File: src/rtl/spi_midi_pkg.sv
// Shared definitions for the MIDI-over-SPI command decoder: status nibbles,
// packed event layout and parser state encodings.
package spi_midi_pkg;

    localparam logic [3:0] NIB_NOTEOFF = 4'h8;
    localparam logic [3:0] NIB_NOTEON  = 4'h9;

    localparam int CH_W   = 4;
    localparam int DATA_W = 7;

    // Voice is carried at full data-byte width; the top trims it to VOICE_W.
    typedef struct packed {
        logic              note_on;
        logic [CH_W-1:0]   channel;
        logic [DATA_W-1:0] voice;
        logic [DATA_W-1:0] note;
        logic [DATA_W-1:0] velocity;
    } midi_evt_t;

    localparam int EVT_W = $bits(midi_evt_t);

    localparam logic [1:0] ST_IDLE  = 2'd0;
    localparam logic [1:0] ST_VOICE = 2'd1;
    localparam logic [1:0] ST_NOTE  = 2'd2;
    localparam logic [1:0] ST_VEL   = 2'd3;

    function automatic logic is_note_status(input logic [7:0] b);
        return (b[7:4] == NIB_NOTEON) || (b[7:4] == NIB_NOTEOFF);
    endfunction

    // A note-on with zero velocity is reported as a plain note-off.
    function automatic midi_evt_t make_evt(input logic on, input logic [CH_W-1:0] ch,
                                           input logic [DATA_W-1:0] voice,
                                           input logic [DATA_W-1:0] note,
                                           input logic [DATA_W-1:0] vel);
        midi_evt_t e;
        logic      on_eff;
        on_eff     = on && (vel != '0);
        e.note_on  = on_eff;
        e.channel  = ch;
        e.voice    = voice;
        e.note     = on_eff ? note : '0;
        e.velocity = on_eff ? vel : '0;
        return e;
    endfunction

endpackage

File: src/rtl/cmd_event_fifo.sv
// Synchronous event FIFO with registered storage; head reads as zero when empty.
module cmd_event_fifo #(
    parameter int W     = 26,
    parameter int DEPTH = 4
) (
    input  logic                     i_clk,
    input  logic                     i_reset,
    input  logic                     i_push,
    input  logic [W-1:0]             i_data,
    input  logic                     i_pop,
    output logic [W-1:0]             o_data,
    output logic                     o_empty,
    output logic                     o_full,
    output logic                     o_overflow,
    output logic [$clog2(DEPTH):0]   o_level
);
    localparam int PTR_W = $clog2(DEPTH);

    logic [W-1:0]     mem [DEPTH];
    logic [PTR_W-1:0] wr_q;
    logic [PTR_W-1:0] rd_q;
    logic [PTR_W:0]   cnt_q;
    logic             pop_ok;
    logic             push_ok;

    assign o_empty    = (cnt_q == '0);
    assign o_full     = (cnt_q == (PTR_W + 1)'(DEPTH));
    assign pop_ok     = i_pop && !o_empty;
    // A pop in the same cycle frees the slot, so a full FIFO still takes the write.
    assign push_ok    = i_push && (!o_full || pop_ok);
    assign o_overflow = i_push && !push_ok;
    assign o_level    = cnt_q;
    assign o_data     = o_empty ? '0 : mem[rd_q];

    always_ff @(posedge i_clk) begin
        if (push_ok) begin
            mem[wr_q] <= i_data;
        end
    end

    always_ff @(posedge i_clk) begin
        if (i_reset) begin
            wr_q  <= '0;
            rd_q  <= '0;
            cnt_q <= '0;
        end else begin
            if (push_ok) wr_q <= wr_q + 1'b1;
            if (pop_ok)  rd_q <= rd_q + 1'b1;
            case ({push_ok, pop_ok})
                2'b10:   cnt_q <= cnt_q + 1'b1;
                2'b01:   cnt_q <= cnt_q - 1'b1;
                default: cnt_q <= cnt_q;
            endcase
        end
    end

endmodule

File: src/rtl/spi_midi_cmd_decoder.sv
// NOTEON/NOTEOFF frame parser feeding an event FIFO.
// Optional running status is enabled by defining MIDI_RUNNING_STATUS_EN.
//
// state    | meaning
// ST_IDLE  | waiting for a 8n/9n status byte
// ST_VOICE | status seen, expecting voice byte
// ST_NOTE  | note-on, expecting note byte
// ST_VEL   | note-on, expecting velocity byte
module spi_midi_cmd_decoder
    import spi_midi_pkg::*;
#(
    parameter int NUM_VOICES     = 16,
    parameter int VOICE_W        = 4,
    parameter int FIFO_DEPTH     = 4,
    parameter int TIMEOUT_CYCLES = 50000
) (
    input  logic                          i_clk,
    input  logic                          i_reset,
    input  logic                          i_byte_valid,
    input  logic [7:0]                    i_byte,
    output logic                          o_evt_valid,
    input  logic                          i_evt_ready,
    output logic                          o_evt_note_on,
    output logic [3:0]                    o_evt_channel,
    output logic [VOICE_W-1:0]            o_evt_voice,
    output logic [6:0]                    o_evt_note,
    output logic [6:0]                    o_evt_velocity,
    output logic [$clog2(FIFO_DEPTH):0]   o_fifo_level,
    output logic [7:0]                    o_err_count,
    output logic                          o_busy
);
`ifdef MIDI_RUNNING_STATUS_EN
    localparam bit RUN_EN = 1'b1;
`else
    localparam bit RUN_EN = 1'b0;
`endif
    localparam int TMO_W = (TIMEOUT_CYCLES > 0) ? $clog2(TIMEOUT_CYCLES + 1) : 1;

    logic [1:0]        state_q, state_d;
    logic              is_on_q, is_on_d;
    logic [CH_W-1:0]   channel_q, channel_d;
    logic [DATA_W-1:0] voice_q, voice_d;
    logic [DATA_W-1:0] note_q, note_d;
    logic              bad_q, bad_d;
    logic              run_valid_q, run_valid_d;
    logic              run_on_q, run_on_d;
    logic [CH_W-1:0]   run_ch_q, run_ch_d;
    logic [TMO_W-1:0]  tmo_q;
    logic              tmo_hit;
    logic              err_fsm;
    logic              take_voice;
    logic              voice_on;
    logic [CH_W-1:0]   voice_ch;
    logic              voice_bad;
    logic              emit;
    midi_evt_t         emit_evt;
    logic              push_q;
    midi_evt_t         push_evt_q;
    logic              fifo_empty;
    logic              fifo_full;
    logic              fifo_overflow;
    logic [EVT_W-1:0]  fifo_data;
    midi_evt_t         head;
    logic [7:0]        err_q;
    logic              unused_voice_bits;

    assign tmo_hit   = (TIMEOUT_CYCLES != 0) && (state_q != ST_IDLE) && !i_byte_valid
                       && (tmo_q == TMO_W'(TIMEOUT_CYCLES - 1));
    assign voice_bad = (32'(i_byte[6:0]) >= NUM_VOICES);

    always_comb begin
        state_d     = state_q;
        is_on_d     = is_on_q;
        channel_d   = channel_q;
        voice_d     = voice_q;
        note_d      = note_q;
        bad_d       = bad_q;
        run_valid_d = run_valid_q;
        run_on_d    = run_on_q;
        run_ch_d    = run_ch_q;
        err_fsm     = 1'b0;
        take_voice  = 1'b0;
        voice_on    = is_on_q;
        voice_ch    = channel_q;
        emit        = 1'b0;
        emit_evt    = '0;
        if (tmo_hit) begin
            state_d     = ST_IDLE;
            err_fsm     = 1'b1;
            run_valid_d = 1'b0;
        end else if (i_byte_valid) begin
            if (i_byte[7]) begin
                // Status mid-frame aborts the frame but is itself parsed this cycle.
                err_fsm = (state_q != ST_IDLE);
                if (is_note_status(i_byte)) begin
                    state_d     = ST_VOICE;
                    is_on_d     = (i_byte[7:4] == NIB_NOTEON);
                    channel_d   = i_byte[3:0];
                    bad_d       = 1'b0;
                    run_valid_d = 1'b1;
                    run_on_d    = (i_byte[7:4] == NIB_NOTEON);
                    run_ch_d    = i_byte[3:0];
                end else begin
                    state_d     = ST_IDLE;
                    run_valid_d = 1'b0;
                end
            end else begin
                case (state_q)
                    ST_IDLE: begin
                        take_voice = RUN_EN && run_valid_q;
                        voice_on   = run_on_q;
                        voice_ch   = run_ch_q;
                    end
                    ST_VOICE: take_voice = 1'b1;
                    ST_NOTE: begin
                        note_d  = i_byte[6:0];
                        state_d = ST_VEL;
                    end
                    default: begin
                        state_d  = ST_IDLE;
                        emit     = !bad_q;
                        emit_evt = make_evt(is_on_q, channel_q, voice_q, note_q, i_byte[6:0]);
                    end
                endcase
                if (take_voice) begin
                    voice_d   = i_byte[6:0];
                    is_on_d   = voice_on;
                    channel_d = voice_ch;
                    note_d    = '0;
                    bad_d     = voice_bad;
                    err_fsm   = voice_bad;
                    if (voice_on) begin
                        state_d = ST_NOTE;
                    end else begin
                        state_d  = ST_IDLE;
                        emit     = !voice_bad;
                        emit_evt = make_evt(1'b0, voice_ch, i_byte[6:0], '0, '0);
                    end
                end
            end
        end
    end

    always_ff @(posedge i_clk) begin
        if (i_reset) begin
            state_q     <= ST_IDLE;
            is_on_q     <= 1'b0;
            channel_q   <= '0;
            voice_q     <= '0;
            note_q      <= '0;
            bad_q       <= 1'b0;
            run_valid_q <= 1'b0;
            run_on_q    <= 1'b0;
            run_ch_q    <= '0;
            push_q      <= 1'b0;
            push_evt_q  <= '0;
        end else begin
            state_q     <= state_d;
            is_on_q     <= is_on_d;
            channel_q   <= channel_d;
            voice_q     <= voice_d;
            note_q      <= note_d;
            bad_q       <= bad_d;
            run_valid_q <= run_valid_d;
            run_on_q    <= run_on_d;
            run_ch_q    <= run_ch_d;
            push_q      <= emit;
            push_evt_q  <= emit_evt;
        end
    end

    always_ff @(posedge i_clk) begin
        if (i_reset || (state_q == ST_IDLE) || i_byte_valid || tmo_hit || (TIMEOUT_CYCLES == 0)) begin
            tmo_q <= '0;
        end else begin
            tmo_q <= tmo_q + 1'b1;
        end
    end

    always_ff @(posedge i_clk) begin
        if (i_reset) begin
            err_q <= '0;
        end else if ((err_fsm || fifo_overflow) && (err_q != 8'hFF)) begin
            err_q <= err_q + 1'b1;
        end
    end

    cmd_event_fifo #(
        .W     (EVT_W),
        .DEPTH (FIFO_DEPTH)
    ) u_fifo (
        .i_clk      (i_clk),
        .i_reset    (i_reset),
        .i_push     (push_q),
        .i_data     (push_evt_q),
        .i_pop      (i_evt_ready),
        .o_data     (fifo_data),
        .o_empty    (fifo_empty),
        .o_full     (fifo_full),
        .o_overflow (fifo_overflow),
        .o_level    (o_fifo_level)
    );

    assign head              = midi_evt_t'(fifo_data);
    assign o_evt_valid       = !fifo_empty;
    assign o_evt_note_on     = head.note_on;
    assign o_evt_channel     = head.channel;
    assign o_evt_voice       = head.voice[VOICE_W-1:0];
    assign o_evt_note        = head.note;
    assign o_evt_velocity    = head.velocity;
    assign o_err_count       = err_q;
    assign o_busy            = (state_q != ST_IDLE);
    assign unused_voice_bits = ^head.voice ^ fifo_full;

endmodule

File: config.mk
export PLATFORM = sky130hd
export DESIGN_NAME = spi_midi_cmd_decoder
export DESIGN_NICKNAME = d
export VERILOG_FILES = /design/src/rtl/spi_midi_pkg.sv /design/src/rtl/cmd_event_fifo.sv /design/src/rtl/spi_midi_cmd_decoder.sv
export SDC_FILE = /design/constraint.sdc
export NUM_CORES = 1
export LEC_CHECK = 0
export ABC_AREA = 1
export CAP_MARGIN = 20
export CORE_UTILIZATION = 45
export DETAILED_ROUTE_END_ITERATION = 6
export HOLD_SLACK_MARGIN = 0.03
export PLACE_DENSITY_LB_ADDON = 0.1
export REMOVE_ABC_BUFFERS = 1
export SLEW_MARGIN = 30
export SYNTH_ARGS = -nofsm -noshare
export SYNTH_HDL_FRONTEND = slang
export SYNTH_SLANG_ARGS = --single-unit
File: constraint.sdc
create_clock -name i_clk -period 4.36 [get_ports i_clk]
set_clock_uncertainty 0.1 [all_clocks]
set_input_delay 0.872 -clock i_clk [delete_from_list [all_inputs] [get_ports i_clk]]
set_output_delay 0.872 -clock i_clk [all_outputs]
set_load 0.01 [all_outputs]
; Yosys cells after proc, flatten, opt, wreduce, memory -nomap -nowiden
; Memories as Yosys holds them, arrays and structs flattened. A register that Yosys moved wholly into a read port is not among the register bits.
; Cells that the tools add are included.
[totals]
in_bits = 12
out_inout_bits = 36
ff_bits = 85
mem_count = 1
mem_bits_rw = 104
[memory_table]
columns = memory, words, word_bits, rd, rd_ports_with_merged_regs, write_ports, line
row1 = u_fifo.mem, 4, 26, 1, 1, 1, cmd_event_fifo.sv:19  ; logic [W-1:0] mem [DEPTH];
[classes]
muxes = 43
n_lt_le_gt_ge = 1
n_eq_ne = 11
n_addsub = 6
n_bitwise = 3
n_reduce_logical = 35
[ops]
columns = cell, n
row1 = 26-bit two-way mux, 4
row2 = 7-bit two-way mux, 4
row3 = 1-bit two-way mux, 24
row4 = 16-bit by 1-bit adder with 16-bit output (second input constant), 1
row5 = 16-bit equality test (second input constant), 1
row6 = 4-bit two-way mux, 4
row7 = 4-bit AND reduction, 4
row8 = 2-bit two-way mux, 5
row9 = 8-bit by 1-bit adder with 8-bit output (second input constant), 1
row10 = 4-bit equality test (second input constant), 2
row11 = 8-bit != test (second input constant), 1
row12 = 2-bit nonzero test, 4
row13 = 7-bit by 5-bit greater-or-equal comparator with 1-bit output (second input constant), 1
row14 = 1-bit logical AND, 7
row15 = 7-bit nonzero test, 1
row16 = 1-bit zero test, 6
row17 = 1-bit logical OR, 6
row18 = 3-bit case mux with 2 select lines, 1
row19 = 2-bit by 1-bit adder with 2-bit output (second input constant), 2
row20 = 2-bit by 1-bit equality test with 1-bit output (second input constant), 2
row21 = 2-bit equality test (second input constant), 2
row22 = 2-bit case mux with 2 select lines, 1
row23 = 2-bit OR reduction, 2
row24 = 4-bit OR reduction, 1
row25 = 10 further kinds, 12

; Logic depth before layout (Yosys ltp)
; Gate-level depths: netlist (run 1).
[logic_depth]
ltp_word = 11
ltp_mapped = 11

; Modules after synthesis
; Synthesis (run 1) repeated with hierarchy kept, for this count alone.
[unflattened]
cells_unflattened = 811
hier_area_um2 = 7947.6
[modules_own_cells]
columns = mod, area_each_um2, n_inst, cells_each
row1 = cmd_event_fifo, 4563.1, 1, 382
row2 = spi_midi_cmd_decoder, 3384.5, 1, 429

; Worst setup path after synthesis (run 1)
; OpenSTA, ideal clock, no wires.
[synth_timing]
path_kind = input-to-reg
startpoint = input i_evt_ready
endpoint = memory u_fifo.mem[0][0], enable pin
required_ns = 3.857
path_slack_ns = 1.646
cell_stages = 5
t_arrival_ns = 2.211
path_cell_list = inv_1 -> nand3_1 -> and2_1 -> inv_1 -> nor2_1
[synth_between]
elab_chain_cells = 5
[synth_rtl]
columns = element, line
row1 = start: declaration, spi_midi_cmd_decoder.sv:22  ; input logic i_evt_ready,
row2 = 1-bit logical AND, cmd_event_fifo.sv:28  ; assign pop_ok = i_pop && !o_empty;
row3 = 1-bit logical OR, cmd_event_fifo.sv:30  ; assign push_ok = i_push && (!o_full || pop_ok);
row4 = 1-bit logical AND, cmd_event_fifo.sv:30
row5 = 1-bit two-way mux, cmd_event_fifo.sv:36  ; if (push_ok) begin
row6 = 1-bit two-way mux (implied by the code), cmd_event_fifo.sv:37  ; mem[wr_q] <= i_data;
row7 = end: declaration, cmd_event_fifo.sv:19
; Every way passes these cells.

==> summary.md, run 1 <==
| Metric | Value |
|---|---|
| GR Overflow Total | `0` |
| Commonest non-fill, non-tap cell in the layout | `nor2_1` |
| Initial Utilization | `46.2%` |
| Crit. End Element | `primary output` |
| Seq/Total Area, Yosys | `62.2%` |
| Initial antenna violation count | `0` |
| Pin count of the biggest net entering global routing | `47` |
| TritonCTS clock tree | `built` |
| Tightest Pin Transition | `926 ps` |
| Pint | `0.00268 W` |
| Initial DRC count | `376` |
| Dpl cells | `973` |
| Area occupied by multi-input gates | `2330 um^2` |
| Maximum vdd drop | `0.269 mV` |
| Final hold vios | `0` |
| Residual DRC count | `0` |
| Hpwl dp | `9.44 mm` |
| P_leak | `2.95 nW` |
| Syn Std Cell Area | `7050 um^2` |
| Diode count | `0` |
| Die X | `127 um` |
| R2R Setup Slk | `1700 ps` |
| Clock buffer depth | `2` |
| F_max | `289 MHz` |
| CTS resizes | `0` |
| Clk root buf | `clkbuf_16` |
| IO buf count | `47` |
| Vias in the first global route | `4823` |
| Nets@finish | `806` |
| PwrDens | `399 nW/um^2` |
| Average wire per standard cell | `14.6 um` |
| Final non-filler cell total | `1005` |
| Crit path to | `o_evt_velocity[0]` |
| Clock Power Share | `46.4%` |
| Ranking of synthesized cells by area | `edfxtp_1 39%, dfxtp_1 23%, nor2_1 8.0%` |
| Area growth syn-to-layout | `18.6%` |
| Post-CTS Setup Bufs | `0` |
| Die area | `16200 um^2` |
| Core area | `15300 um^2` |
| Worst r2r path cells | `11` |
| Vias post-DR | `4995` |
| Io pins | `48` |
| Worst min path class | `reg2reg` |
| Final GP Congestion | `0.849` |
| RSZ-0062 raised after global routing | `no` |
| Gate power share | `2.4%` |
| H-tree depth | `4` |
| Switching pwr | `0.000657 W` |
| Worst Path Buf+Inv | `3` |
| Rel. slew slack | `38.2%` |
| Synth area leader | `edfxtp_1` |
| Critical path startpoint category | `register` |
| Critical path type | `reg2out` |
| Slowest cell delay on critical path | `590 ps` |
| Reg power frac | `51.2%` |
| Syn Area/Cell | `9.64 um^2` |
| Worst R2R End | `u_fifo.o_level[2]` |
| Yosys warns | `0` |
| Die Y | `127 um` |
| Avg Vias per Cell | `4.97` |
| Fill count | `1338` |
| Rows | `45` |
| Yosys cell types | `38` |
| Cell count after synthesis | `731` |
| GRT Util Overall | `19.4%` |
| Reg clk slew, reported paths | `70 ps` |
| Fin crit period | `3460 ps` |
| Sw Share | `19.7%` |
| Global-route wire length before repair | `24.0 mm` |
| Number of routed nets with antenna violations | `0` |
| Slowest cell on crit path | `clkdlybuf4s50_1` |
| Max cap viols | `0` |
| Status | `complete, no violations` |
| Max-slew violation count | `0` |
| Synth Register Bits | `173` |
| Cell family with most CP delay | `buffers and inverters` |
| CP cell instances | `inv_1, buf_4, o21ai_0, a21oi_1, clkdlybuf4s50_1` |
| Num CTS Buffers | `17` |
| Clk Latency, worst-skew pair | `420 ps` |
| Worst EP arrival | `2490 ps` |
| Clock sink total | `173` |
| CP max FO | `24` |
| Critical path depth in cells | `5` |
| Final setup viols | `0` |
| Most frequent cells in the layout | `146 x nor2_1, 92 x edfxtp_1, 82 x nand2_1` |
| Setup TNS | `0 ps` |
| Total routed wirelength | `14.7 mm` |
| WP data required | `3390 ps` |
| Final period util | `79.5%` |
| Hold-fix buffers at CTS | `0` |
| Top-area cell type share of the netlist area | `39.2%` |
| TritonRoute pass-1 iters | `4` |
| Layout cells sized above 1 | `7.81%` |
| Worst r2r src | `u_fifo.o_level[1]` |
| Register area | `4380 um^2` |
## layer usage
layer,global-route usage [%],up-vias,routed length [um]
met5,0,-,0
met4,7.21,0,193
met3,4.52,10,436
met2,32.9,87,7250
met1,24.3,2360,6840
li1,-,2538,-
## sequential cells by signal, summed over array words and instances (netlist names), named ones only
name / flops
u_fifo.o_level: 3
o_err_count: 8
push_evt_q: 23
channel_q: 4
run_on_q: 1
u_fifo.mem: 92
bad_q: 1
note_q: 7
run_ch_q: 4
push_q: 1
voice_q: 4
u_fifo.wr_q: 2
state_q: 2
is_on_q: 1
tmo_q: 16
u_fifo.rd_q: 2
## cells by family (layout without fill, tap and decap cells)
group	after synthesis	in the layout	synth area share (%)
AND/OR/NAND/NOR	291	291	17.8
flip-flops	173	173	62.2
AO/OA/AOI/OAI	156	156	11.2
buffers and inverters	86	149	4.90
adder cells (fa/ha/maj)	13	13	2.41
XOR/XNOR	12	12	1.49
## cell usage after synthesis, drive strengths merged
cell and number:
a31oi 1, nor2 161, fa 1, o2111ai 1, edfxtp 92, buf 12, dfxtp 81, nand4 6
nand3 25, nand3b 1, clkinv 1, nand2 84, xnor2 4, nor3b 1, inv 60, a21oi 72
o21a 1, ha 12, xor2 8, clkbuf 13, o21ai 81, and2 1, or2 4, nor3 7
nor4 1
## metrics by stage
stage	utilization [%]	total power, W	instance area, um^2	setup slack, ps	hold slack, ps
2_1_floorplan	-	0.00179	6930	1300	318
3_3_place_gp	50.8	0.00182	7740	1250	332
3_5_place_dp	50.8	0.00183	7740	1240	334
4_1_cts	54.8	0.00336	8360	859	339
5_1_grt	54.8	0.00345	8360	720	356
6_report	54.8	0.00334	8360	895	339
## area by class of cell
type                            instances  area share [%]
Inverter                               61            2.74
Sequential cell                       173            52.4
Timing Repair Buffer                   56            6.43
Tap cell                              211            3.16
Clock buffer                           24            6.16
Multi-Input combinational cell        472            27.9
Clock inverter                          8            1.21
## how the worst min path moves through the flow
stage	start	end	cells past startpoint
4_1_cts	note_q[5]	push_evt_q[12]	2
2_1_floorplan	tmo_q[0]	tmo_q[0]	1
3_3_place_gp	tmo_q[0]	tmo_q[0]	1
5_1_grt	note_q[3]	push_evt_q[10]	2
6_report	note_q[5]	push_evt_q[12]	2
3_5_place_dp	note_q[5]	push_evt_q[12]	2
## worst min-delay path: stages, from the launching register on
cell and delay [ps]:
dfxtp_1 310, inv_1 60, nor2_2 30
## power by group through the flow
| stage | clock, W | combinational, W | sequential, W |
|---|---|---|---|
| floorplan | 0 | 0.0000401 | 0.00175 |
| global placement | 0 | 0.0000780 | 0.00175 |
| detailed placement | 0 | 0.0000795 | 0.00175 |
| CTS | 0.00157 | 0.0000798 | 0.00171 |
| global route | 0.00164 | 0.0000892 | 0.00171 |
| finish | 0.00155 | 0.0000791 | 0.00171 |
(Power assumes the default switching activity.)
==> inputs of run 2 (changes only) <==
Clock period 4.36 ns to 3.11 ns, I/O delays scaled along.
==> run 2 against run 1 <==
  * Wire length shrank 1.6%
  * Worst hold slack lost 2.7 ps
  * Sequential power grew 40%
  * Design area grew 0.25%
  * Sequential share of layout area shrank 0.13 points
  * Clock power grew 33%
  * Global-route usage grew 0.089 points
  * Setup slack lost 710 ps
  * Largest power group unchanged
  * Die area is the same
  * Via count grew 0.74%
  * Combinational power grew 44%
  * Flip-flop and latch count is the same
==> summary.md, run 2 (synthesis results as in run 1) <==
| Metric | Value |
|---|---|
| Status | `complete, no violations` |
| Max cap viols | `0 (unchanged)` |
| Max-slew violation count | `0 (unchanged)` |
| Post-CTS Setup Bufs | `0 (unchanged)` |
| Placed cell areas | `7800 um^2 (+0.71%)` |
| Design area | `8380 um^2 (+0.25%)` |
| Clock buffer depth | `2 (unchanged)` |
| Die X | `127 um (unchanged)` |
| Rel. slew slack | `40.8% (+2.7 points)` |
| Initial Utilization | `46.2% (unchanged)` |
| Diode count | `0 (unchanged)` |
| TritonRoute pass-1 iters | `4 (unchanged)` |
| Vias in the first global route | `4917 (+1.9%)` |
| Die Y | `127 um (unchanged)` |
| Hpwl dp | `9.29 mm (-1.6%)` |
| Final GP Congestion | `0.834 (-1.8%)` |
| WP data required | `2390 ps (-1000 ps)` |
| Total routed wirelength | `14.5 mm (-1.6%)` |
| Pin count of the biggest net entering global routing | `45 (-4.3%)` |
| Fin util | `54.9% (+0.14 points)` |
| IO buf count | `47 (unchanged)` |
| Reg with most FFs | `u_fifo.mem` |
| PwrDens | `546 nW/um^2 (+37%)` |
| Initial antenna violation count | `0 (unchanged)` |
| Final period util | `94.1%` |
| Tightest Pin Transition | `886 ps (-39.9 ps)` |
| Fill count | `1329 (-0.67%)` |
| Avg Vias per Cell | `4.99 (+0.34%)` |
| Rows | `45 (unchanged)` |
| Layout cells sized above 1 | `8.90% (+1.1 points)` |
| Num CTS Buffers | `17 (unchanged)` |
| TritonCTS clock tree | `built` |
| Most frequent cells in the layout | `146 x nor2_1, 92 x edfxtp_1, 82 x nand2_1` |
| GR Overflow Total | `0 (unchanged)` |
| Largest regs | `u_fifo.mem: 92 flops, push_evt_q: 23 flops, tmo_q: 16 flops` |
| Clk root buf | `clkbuf_16` |
| Die area | `16200 um^2 (unchanged)` |
| Average wire per standard cell | `14.4 um (-2.0%)` |
| P_leak | `2.96 nW (+0.40%)` |
| F_max | `342 MHz` |
| Nets@finish | `810 (+0.50%)` |
| Area growth syn-to-layout | `18.9%` |
| Largest register FFs | `92 (unchanged)` |
| Global-route wire length before repair | `24.1 mm (+0.66%)` |
| Critical path startpoint category | `register` |
| Reg clk slew, reported paths | `60 ps (about the same)` |
| Number of routed nets with antenna violations | `0 (unchanged)` |
| Core area | `15300 um^2 (unchanged)` |
| Clock sink total | `173 (unchanged)` |
| Commonest non-fill, non-tap cell in the layout | `nor2_1` |
| Crit. End Element | `primary output` |
| Worst min path class | `reg2reg` |
| Critical path type | `reg2out` |
| Worst EP arrival | `2200 ps (-290 ps)` |
| Clk Latency, worst-skew pair | `430 ps (about the same)` |
| Fin crit period | `2930 ps` |
| Residual DRC count | `0 (unchanged)` |
| RSZ-0062 raised after global routing | `yes` |
| H-tree depth | `4 (unchanged)` |
| Maximum vdd drop | `0.366 mV (+36%)` |
| GRT Util Overall | `19.5% (+0.089 points)` |
| Io pins | `48 (unchanged)` |
| Final setup viols | `0 (unchanged)` |
| Hold-fix buffers at CTS | `0 (unchanged)` |
| CP max FO | `23 (-4.2%)` |
| Final hold vios | `0 (unchanged)` |
| Initial DRC count | `322 (-14%)` |
| Vias post-DR | `5032 (+0.74%)` |
## run 2: path summary, 6_finish.rpt
kind / depth (start not counted) / startpoint / slack, ps / endpoint
worst max-delay path: 5 / register / 180 / o_evt_note[5]
worst max register to register: 9 / state_q[0] / 650 / push_evt_q[3]
worst min register to register: 2 / note_q[3] / 340 / push_evt_q[10]
worst min-delay path: 2 / note_q[3] / 340 / push_evt_q[10]
## run 2: routing by layer
metal | track usage [%] | wire, um | up-vias
met4 | 8.61 | 208 | 0
met5 | 0 | 0 | -
li1 | - | - | 2548
met3 | 4.52 | 587 | 18
met1 | 25.0 | 6890 | 2358
met2 | 31.8 | 6800 | 108
## run 2: where the power goes
part / total (W) / internal (W) / switching, W
clock: 0.00206 / 0.00116 / 0.000899
combinational: 0.000114 / 0.0000430 / 0.0000710
sequential: 0.00240 / 0.00239 / 0.00000736
## run 2: what timing repair did
action,CTS,global route
setup endpoints to repair,0,1
hold endpoints to repair,0,0
gates resized for setup,0,0
## run 2: cell type report
class                   count  area (um^2)  share of cell area (%)
flip-flops and latches    173         4380                    52.3
clock buffers              19          454                    5.42
inverters                  61          229                    2.73
repair buffers             60          593                    7.07
well taps                 211          264                    3.15
clock inverters            13          129                    1.54
multi-input cells         472         2330                    27.8
## run 2: worst max-delay path: stages, from the launching register on
cell and delay, ps:
dfxtp_1 310, inv_1 640, nor2_1 110, o21ai_0 130
a21oi_1 90, clkdlybuf4s50_1 490
## run 2: through the flow
stage	setup TNS, ps	total power (W)	setup WS [ps]	cells	hold slack, ps
final	0	0.00458	184	1009	337
after global routing	-11.6	0.00472	-11.6	1009	365
after CTS	0	0.00462	104	1009	339
after detailed placement	0	0.00256	398	977	333
after global placement	0	0.00256	421	977	333
after floorplan	0	0.00250	300	706	318
==> inputs of run 3 (changes only) <==
Settings changed: CORE_UTILIZATION 45 to 49.
==> run 3 against run 2 <==
  * Critical path depth unchanged
  * Via count up 1.8%
  * Non-clock buffer count up 3
  * First-iteration DRC count down 6.2%
  * Sequential power about the same
  * Cell count down 2.7%
  * Largest cell class unchanged
==> summary.md, run 3 (synthesis results as in run 1) <==
| Metric | Value |
|---|---|
| Io pins | `48 (unchanged)` |
| Die area | `14900 um^2 (-8.0%)` |
| RSZ-0062 raised after global routing | `no` |
| Core area | `13900 um^2 (-8.7%)` |
| Number of routed nets with antenna violations | `0 (unchanged)` |
| Pint | `0.00376 W (+4.4%)` |
| Clock buffer depth | `2 (unchanged)` |
| Rel. slew slack | `59.5% (+19 points)` |
| Maximum vdd drop | `0.290 mV (-21%)` |
| Reg clk slew, reported paths | `60 ps (about the same)` |
| CP max FO | `11 (-52%)` |
| Final hold vios | `0 (unchanged)` |
| Final non-filler cell total | `982 (-2.7%)` |
| H-tree depth | `4 (unchanged)` |
| TritonRoute pass-1 iters | `5 (+1)` |
| Reg with most FFs | `u_fifo.mem` |
| GRT Util Overall | `21.3% (+1.7 points)` |
| Sw Share | `19.6% (-1.8 points)` |
| P_leak | `3.00 nW (+1.3%)` |
| Average wire per standard cell | `15.1 um (+5.2%)` |
| F_max | `346 MHz (+1.3%)` |
| Rows | `43 (-4.4%)` |
| GR Overflow Total | `0 (unchanged)` |
| Clk root buf | `clkbuf_16` |
| Vias in the first global route | `4927 (+0.20%)` |
| Worst Path Buf+Inv | `2 (unchanged)` |
| Cell family with most CP delay | `buffers and inverters` |
| Worst min path class | `reg2reg` |
| Hpwl dp | `9.26 mm (-0.33%)` |
| Fill count | `1185 (-11%)` |
| Die Y | `122 um (-4.1%)` |
| Most frequent cells in the layout | `146 x nor2_1, 92 x edfxtp_1, 82 x nand2_1` |
| Final GP Congestion | `0.860 (+3.1%)` |
| Vias post-DR | `5122 (+1.8%)` |
| Slowest cell on crit path | `clkdlybuf4s50_1` |
| Initial antenna violation count | `0 (unchanged)` |
| Initial DRC count | `302 (-6.2%)` |
| Status | `complete, no violations` |
| Max-slew violation count | `0 (unchanged)` |
| IO buf count | `47 (unchanged)` |
| Initial Utilization | `50.6% (+4.4 points)` |
| Clock sink total | `173 (unchanged)` |
| Largest register FFs | `92 (unchanged)` |
| Clk Latency, worst-skew pair | `420 ps (about the same)` |
| Fin crit period | `2890 ps (-37.3 ps)` |
| Crit. End Element | `primary output` |
| Critical path startpoint category | `register` |
| Residual DRC count | `0 (unchanged)` |
| Layout cells sized above 1 | `9.73% (+0.83 points)` |
| Setup TNS | `0 ps (unchanged)` |
| Critical path type | `reg2out` |
| Dpl cells | `948 (-3.0%)` |
| Commonest non-fill, non-tap cell in the layout | `nor2_1` |
| Diode count | `0 (unchanged)` |
| PwrDens | `556 nW/um^2 (+1.8%)` |
| Final setup viols | `0 (unchanged)` |
| Global-route wire length before repair | `23.7 mm (-1.6%)` |
| Max cap viols | `0 (unchanged)` |
| Worst EP arrival | `2170 ps (-30 ps)` |
| CP cell instances | `clkinvlp_4, nor2_1, o21ai_0, a21oi_1, clkdlybuf4s50_1` |
| Switching pwr | `0.000916 W (-6.3%)` |
| Tot Pwr | `0.00467 W (+2.1%)` |
| Clock Power Share | `46.2% (+1.1 points)` |
| Gate power share | `2.4% (about the same)` |
| WP data required | `2390 ps (about the same)` |
| Slowest cell delay on critical path | `560 ps (-80 ps)` |
| Hold-fix buffers at CTS | `0 (unchanged)` |
| Reg power frac | `51.4% (-1.0 points)` |
| Avg Vias per Cell | `5.22 (+4.6%)` |
| Nets@finish | `814 (+0.49%)` |
| Total routed wirelength | `14.8 mm (+2.3%)` |
| Pin count of the biggest net entering global routing | `47 (+4.4%)` |
| Tightest Pin Transition | `605 ps (-281 ps)` |
| Die X | `122 um (-4.1%)` |
| Final period util | `92.9% (-1.2 points)` |
| Area growth syn-to-layout | `19.3%` |
| Largest regs | `u_fifo.mem: 92 flops, push_evt_q: 23 flops, tmo_q: 16 flops` |
| TritonCTS clock tree | `built` |
| Num CTS Buffers | `17 (unchanged)` |
[run 3: changes by cell type in the layout (fill, tap and decap cells not counted), sizes merged]
cell / before / now
clkinv: 7 / 6
bufinv: 1 / 3
buf: 13 / 16
clkbuf: 19 / 21
clkinvlp: 2 / 4
inv: 64 / 60
[run 3: worst paths after layout]
check        depth (start not counted)           endpoint  slack, ps              start
max                                  5  o_evt_velocity[5]        220           register
min reg2reg                          2     push_evt_q[12]        340          note_q[5]
max reg2reg                         12  u_fifo.o_level[2]        630  u_fifo.o_level[2]
min                                  2     push_evt_q[12]        340          note_q[5]
[run 3: worst register-to-register path: stages (launching register included)]
cell	delay, ps
dfxtp_1	370
inv_1	80
nand2_1	100
inv_1	50
buf_4	240
nor2_1	290
ha_1	210
inv_1	60
fa_1	380
a21oi_1	150
o21ai_0	120
o21ai_0	160
a21oi_1	60
[run 3: cell type report]
class	instances	area [um^2]	share of cell area, %
Clock buffer	21	470	5.60
Clock inverter	11	139	1.65
Inverter	61	233	2.77
Multi-Input combinational cell	472	2330	27.7
Sequential cell	173	4390	52.2
Tap cell	180	225	2.68
Timing Repair Buffer	63	616	7.32
Timing Repair inverter	1	7.51	0.0893
[run 3: per-layer routing]
metal  global-route usage (%)  routed length (um)  share of wire, %  vias to the layer above
li1                         -                   -                 -                     2558
met1                     26.1                6670                45                     2428
met2                     35.5                7190                49                      113
met3                     4.17                 552               3.7                       23
met4                     10.9                 405               2.7                        0
met5                        0                   0                 0                        -
[run 3: power groups by stage]
| stage | sequential, W | combinational, W | clock (W) |
|---|---|---|---|
| floorplan | 0.00245 | 0.0000562 | 0 |
| global placement | 0.00245 | 0.000109 | 0 |
| detailed placement | 0.00245 | 0.000112 | 0 |
| CTS | 0.00240 | 0.000113 | 0.00220 |
| global route | 0.00240 | 0.000126 | 0.00228 |
| finish | 0.00240 | 0.000113 | 0.00216 |
[run 3: stage by stage]
| step | setup slack [ps] | instance area, um^2 | utilization [%] | hold slack (ps) |
|---|---|---|---|---|
| floorplan | 300 | 6930 | - | 318 |
| global placement | 440 | 7760 | 55.7 | 331 |
| detailed placement | 383 | 7760 | 55.7 | 334 |
| CTS | 39.5 | 8370 | 60.1 | 345 |
| global route | 66.5 | 8410 | 60.3 | 365 |
| finish | 221 | 8410 | 60.3 | 343 |
[run 3: repair_timing]
action	in CTS	in global routing
pin swaps	0	0
resized for setup	1	3
buffers inserted	0	1
cloned	0	1
setup endpoints to repair	1	3
